===== config.mk =====
export PLATFORM = sky130hd
export DESIGN_NAME = ifmap_stream_writer
export DESIGN_NICKNAME = d
export VERILOG_FILES = /design/src/rtl/ifmap_stream_writer.sv
export SDC_FILE = /design/constraint.sdc
export NUM_CORES = 1
export LEC_CHECK = 0
export CORE_MARGIN = 4
export CORE_UTILIZATION = 45
export DETAILED_ROUTE_END_ITERATION = 7
export GPL_TIMING_DRIVEN = 0
export PLACE_DENSITY = 0.77
export SETUP_SLACK_MARGIN = 0.05
export SKIP_CTS_REPAIR_TIMING = 1
export SYNTH_ARGS = -nofsm -noshare
export SYNTH_HDL_FRONTEND = slang
export SYNTH_SLANG_ARGS = --single-unit

===== constraint.sdc =====
create_clock -name clk -period 2.3 [get_ports clk]
set_input_delay 0.345 -clock clk [delete_from_list [all_inputs] [get_ports clk]]
set_output_delay 0.345 -clock clk [all_outputs]
set_load 0.005 [all_outputs]

===== src/rtl/ifmap_stream_writer.sv =====
// ifmap_stream_writer: takes raw ifmap words over valid/ready, tags each one
// with row start/end flags and writes {start, end, data} into the ifmap
// circular buffer at one word per cycle, throttled by the buffer's full flag.
module ifmap_stream_writer #(
  parameter int DATA_WIDTH = 16,
  parameter int LEN_WIDTH  = 8,
  parameter int ROW_WIDTH  = 8
) (
  input  logic                  clk,
  input  logic                  rst,
  input  logic                  start,
  input  logic [LEN_WIDTH-1:0]  row_len,
  input  logic [ROW_WIDTH-1:0]  num_rows,
  input  logic                  src_valid,
  input  logic [DATA_WIDTH-1:0] src_data,
  output logic                  src_ready,
  input  logic                  buf_full,
  output logic                  buf_write_en,
  output logic [DATA_WIDTH+1:0] buf_data,
  output logic                  busy,
  output logic                  done
);

  typedef enum logic [1:0] {
    IDLE,
    STREAM,
    FINISH
  } state_t;

  state_t               state_reg;
  logic [LEN_WIDTH-1:0] word_cnt_reg;
  logic [LEN_WIDTH-1:0] len_reg;
  logic [ROW_WIDTH-1:0] row_cnt_reg;
  logic [ROW_WIDTH-1:0] rows_reg;

  logic in_stream;
  logic fire;
  logic first_word;
  logic last_word;
  logic last_row;

  // Tags depend only on the position counters, so idle source cycles or
  // buffer stalls never shift the framing.
  assign in_stream  = (state_reg == STREAM);
  assign first_word = (word_cnt_reg == '0);
  assign last_word  = (word_cnt_reg == len_reg - LEN_WIDTH'(1));
  assign last_row   = (row_cnt_reg == rows_reg - ROW_WIDTH'(1));

  // Zero-latency pass-through: the source word goes straight to the buffer
  // in the cycle it is accepted.
  assign src_ready    = in_stream && !buf_full;
  assign fire         = src_ready && src_valid;
  assign buf_write_en = fire;
  assign buf_data     = in_stream ? {first_word, last_word, src_data} : '0;
  assign busy         = in_stream;
  assign done         = (state_reg == FINISH);

  // Control FSM: latch the transfer geometry on start, walk word/row
  // counters on every accepted word, and pulse done once at the end.
  always_ff @(posedge clk or posedge rst) begin
    if (rst) begin
      state_reg    <= IDLE;
      word_cnt_reg <= '0;
      row_cnt_reg  <= '0;
      len_reg      <= '0;
      rows_reg     <= '0;
    end else begin
      case (state_reg)
        IDLE: begin
          if (start) begin
            len_reg      <= row_len;
            rows_reg     <= num_rows;
            word_cnt_reg <= '0;
            row_cnt_reg  <= '0;
            // An empty transfer still reports completion, just without writes.
            if (row_len == '0 || num_rows == '0) begin
              state_reg <= FINISH;
            end else begin
              state_reg <= STREAM;
            end
          end
        end
        STREAM: begin
          if (fire) begin
            if (last_word) begin
              word_cnt_reg <= '0;
              row_cnt_reg  <= row_cnt_reg + ROW_WIDTH'(1);
              if (last_row) begin
                state_reg <= FINISH;
              end
            end else begin
              word_cnt_reg <= word_cnt_reg + LEN_WIDTH'(1);
            end
          end
        end
        FINISH: begin
          state_reg <= IDLE;
        end
        default: begin
          state_reg <= IDLE;
        end
      endcase
    end
  end

endmodule


==> results.cfg <==
[finish]
area.growth.synth_to_final_pct = 44.5
post_route_cells_drive_above_1_share = 0.170
antennaDiodeCount = 0
final_core_utilization = 0.674
nNetsFinal = 412
post_layout_nonfiller_instances = 441
fillerInstances = 425

[die]
dieArea_um2 = 6530
die_w_um = 80.8
rows = 26
floorplan.io_pins = 59
initial_utilization = 0.467
floorplan.die.height_um = 80.8
core-area_um2 = 5110

[sta]
period_minus_slack_ns = 2.55
maximum_clock_frequency_mhz = 392
grt_setup_unrepaired = true
tightestPinTransition_ns = 0.821
crit_path_setup_slack_layout_ns = -0.253
finalCritPeriodShare = 1.11
final_setup_skew_ns = 0.00577
setup_violations = 4
slew_viol_final = 0
slew_headroom = 0.453
timing.final.hold_violations = 0

[worst_setup_path]
critPathCaptureType = output pin
path_delay_family = compound AO/OA/AOI/OAI gates
maximum_fanout_along_the_worst_path = 5
cp-startpoint = len_reg[3]
path_class = reg -> out
max_stage_delay_ns = 0.45
crit_required_ns = 1.96
worst_path_max_delay_cell = sky130_fd_sc_hd__dfrtp_2
startpoint_type = flip-flop
crit_path_cell_trace = nor4_4 -> nand2_1 -> o31a_1 -> a211o_1 -> buf_6 -> buf_8 -> nor2_4 -> buf_2
arrival_ns = 2.21
worstReg2RegStart = len_reg[3]
critPathBufInv = 3

[synth]
synth_common_cells = 60 x sky130_fd_sc_hd__nand2_1, 34 x sky130_fd_sc_hd__dfrtp_1, 17 x sky130_fd_sc_hd__and2_1
top_area_cell_type_share_of_the_netlist_area = 0.357
post_synth_instance_area_um2 = 2380
synth_largest_area_cell = sky130_fd_sc_hd__dfrtp_1
synth_seq_area_share = 0.357
netlist_instances = 293
synth.net_count = 335
synth_cell_type_count = 50
avgSynthCellArea_um2 = 8.13
synthMostInstantiatedCell = sky130_fd_sc_hd__nand2_1
synthesis.yosys.warnings = 0
asyncSetResetFlopFracSynth = 1.00
synth.top_cells.by_area = sky130_fd_sc_hd__dfrtp_1 36%, sky130_fd_sc_hd__nand2_1 9.4%, sky130_fd_sc_hd__xnor2_1 4.8%
commonest_register_cell_after_synthesis = sky130_fd_sc_hd__dfrtp_1
ys_ff_latch = 34
synth_enable_flop_cells = 0

[drt]
initialDrtViolationCount = 105
routed_wirelength_um = 6210
drc = 0
avgRoutedWirePerCell_um = 14.1
drt.antenna.violating_nets = 0
vias = 2297
first_drt_pass_iteration_count = 4
routed_via_density = 5.21

[run]
max_cap_viol_count = 0

[global_route]
pin_count_of_the_biggest_net_entering_global_routing = 35
global_route.overflow_total = 0
grt_pass1_vias = 2209
grt_pass1_wl_um = 9850
groute.usage.overall = 0.190
antenna_found_initial = 0

[cts]
cts_tree = built
cts_sinks = 34
tritoncts.num_buffers = 5
clock_tree.htree_level_count = 2
worst_setup_hold_path_clk_slew_ns = 0.08
clock_tree.buffer_depth = 2
clockRootBuffer = sky130_fd_sc_hd__clkbuf_8
insertion_delay_ns = 0.29

[placed_design]
port_buffers = 58
dp.final_hpwl_um = 4460
dpl.cell_count = 421
routabilityCongestion = 0.845

[power]
fin_total_pwr_mw = 1.88
power_density_nw_per_um2 = 546
vdd_ir_drop_max_uv = 499
p_leak_nw = 1.39

[hold_path]
hold_class = in -> async

[outcome]
run_status = finished with violations
failing_checks = setup timing
-- worst register-to-register path, stage by stage, from the launching register on --
cell	delay, ns
sky130_fd_sc_hd__dfrtp_2	0.45
sky130_fd_sc_hd__nor4_4	0.32
sky130_fd_sc_hd__nand2_1	0.10
sky130_fd_sc_hd__o31a_1	0.30
sky130_fd_sc_hd__a211o_1	0.33
sky130_fd_sc_hd__buf_6	0.14
sky130_fd_sc_hd__buf_4	0.13
sky130_fd_sc_hd__buf_6	0.13
sky130_fd_sc_hd__a2111oi_4	0.31
sky130_fd_sc_hd__mux2i_1	0.24
-- cell families after synthesis --
kind of cell | share of synthesized area
compound gates | 0.145
flops | 0.357
mux | 0.0436
simple gates | 0.294
buf+inv | 0.0598
fa+ha+maj | 0.0262
xor+xnor | 0.0735
-- area by class of cell --
cell class	instances	area (um^2)	area share
inverters	15	56.3	0.0164
clock buffers	6	82.6	0.0240
well taps	70	87.6	0.0254
plain buffers	17	93.8	0.0273
flip-flops and latches	34	857	0.249
repair buffers	73	712	0.207
clock inverters	2	12.5	0.00363
multi-input cells	224	1540	0.448
-- metrics by stage --
step | setup WS (ns) | cell area (um^2) | setup TNS (ns) | hold slack [ns]
CTS | -0.948 | 3180 | -10.27 | 0.518
floorplan | 0.0700 | 2420 | 0 | 0.450
finish | -0.253 | 3440 | -0.633 | 0.316
global placement | -0.571 | 3080 | -2.53 | 0.487
detailed placement | -0.615 | 3080 | -3.66 | 0.500
global route | -0.342 | 3440 | -1.69 | 0.356
-- report_power, final --
| part | total [mW] | switching [mW] | leakage, nW | internal, mW |
|---|---|---|---|---|
| Clock | 0.478 | 0.237 | 0.0472 | 0.241 |
| Combinational | 0.616 | 0.277 | 0.943 | 0.340 |
| Sequential | 0.786 | 0.110 | 0.404 | 0.677 |
-- path summary, 6_finish.rpt --
path	cells past startpoint	endpoint	slack [ns]
min in group clk	2	rows_reg[7]	0.52
hold / removal	2	row_cnt_reg[0]	0.32
hold reg to reg	2	rows_reg[7]	0.52
max in group asynchronous	3	len_reg[0]	1.54
setup reg to reg	9	row_cnt_reg[7]	-0.22
setup / recovery	8	buf_data[16]	-0.25
-- cells in the final DEF, fill, tap and decap left out, drive strengths merged, types with 8 or more instances in the layout --
| cell | synthesis | final |
|---|---|---|
| and2 | 17 | 17 |
| nand3 | 8 | 8 |
| nand2 | 60 | 60 |
| clkdlybuf4s50 | 0 | 57 |
| buf | 4 | 22 |
| inv | 15 | 14 |
| clkbuf | 16 | 17 |
| dfrtp | 34 | 34 |
| nand2b | 11 | 11 |
| a21oi | 9 | 9 |
| nor2 | 14 | 14 |
| o21ai | 12 | 12 |
| xnor2 | 13 | 13 |
-- routing by layer --
| layer | track usage | vias up | routed length [um] |
|---|---|---|---|
| met4 | 0.0642 | 0 | 57 |
| met3 | 0.0266 | 6 | 135 |
| li1 | - | 1163 | - |
| met1 | 0.237 | 1098 | 2710 |
| met2 | 0.337 | 30 | 3310 |
| met5 | 0 | - | 0 |
Note: power is estimated with default switching activity, not from simulation.
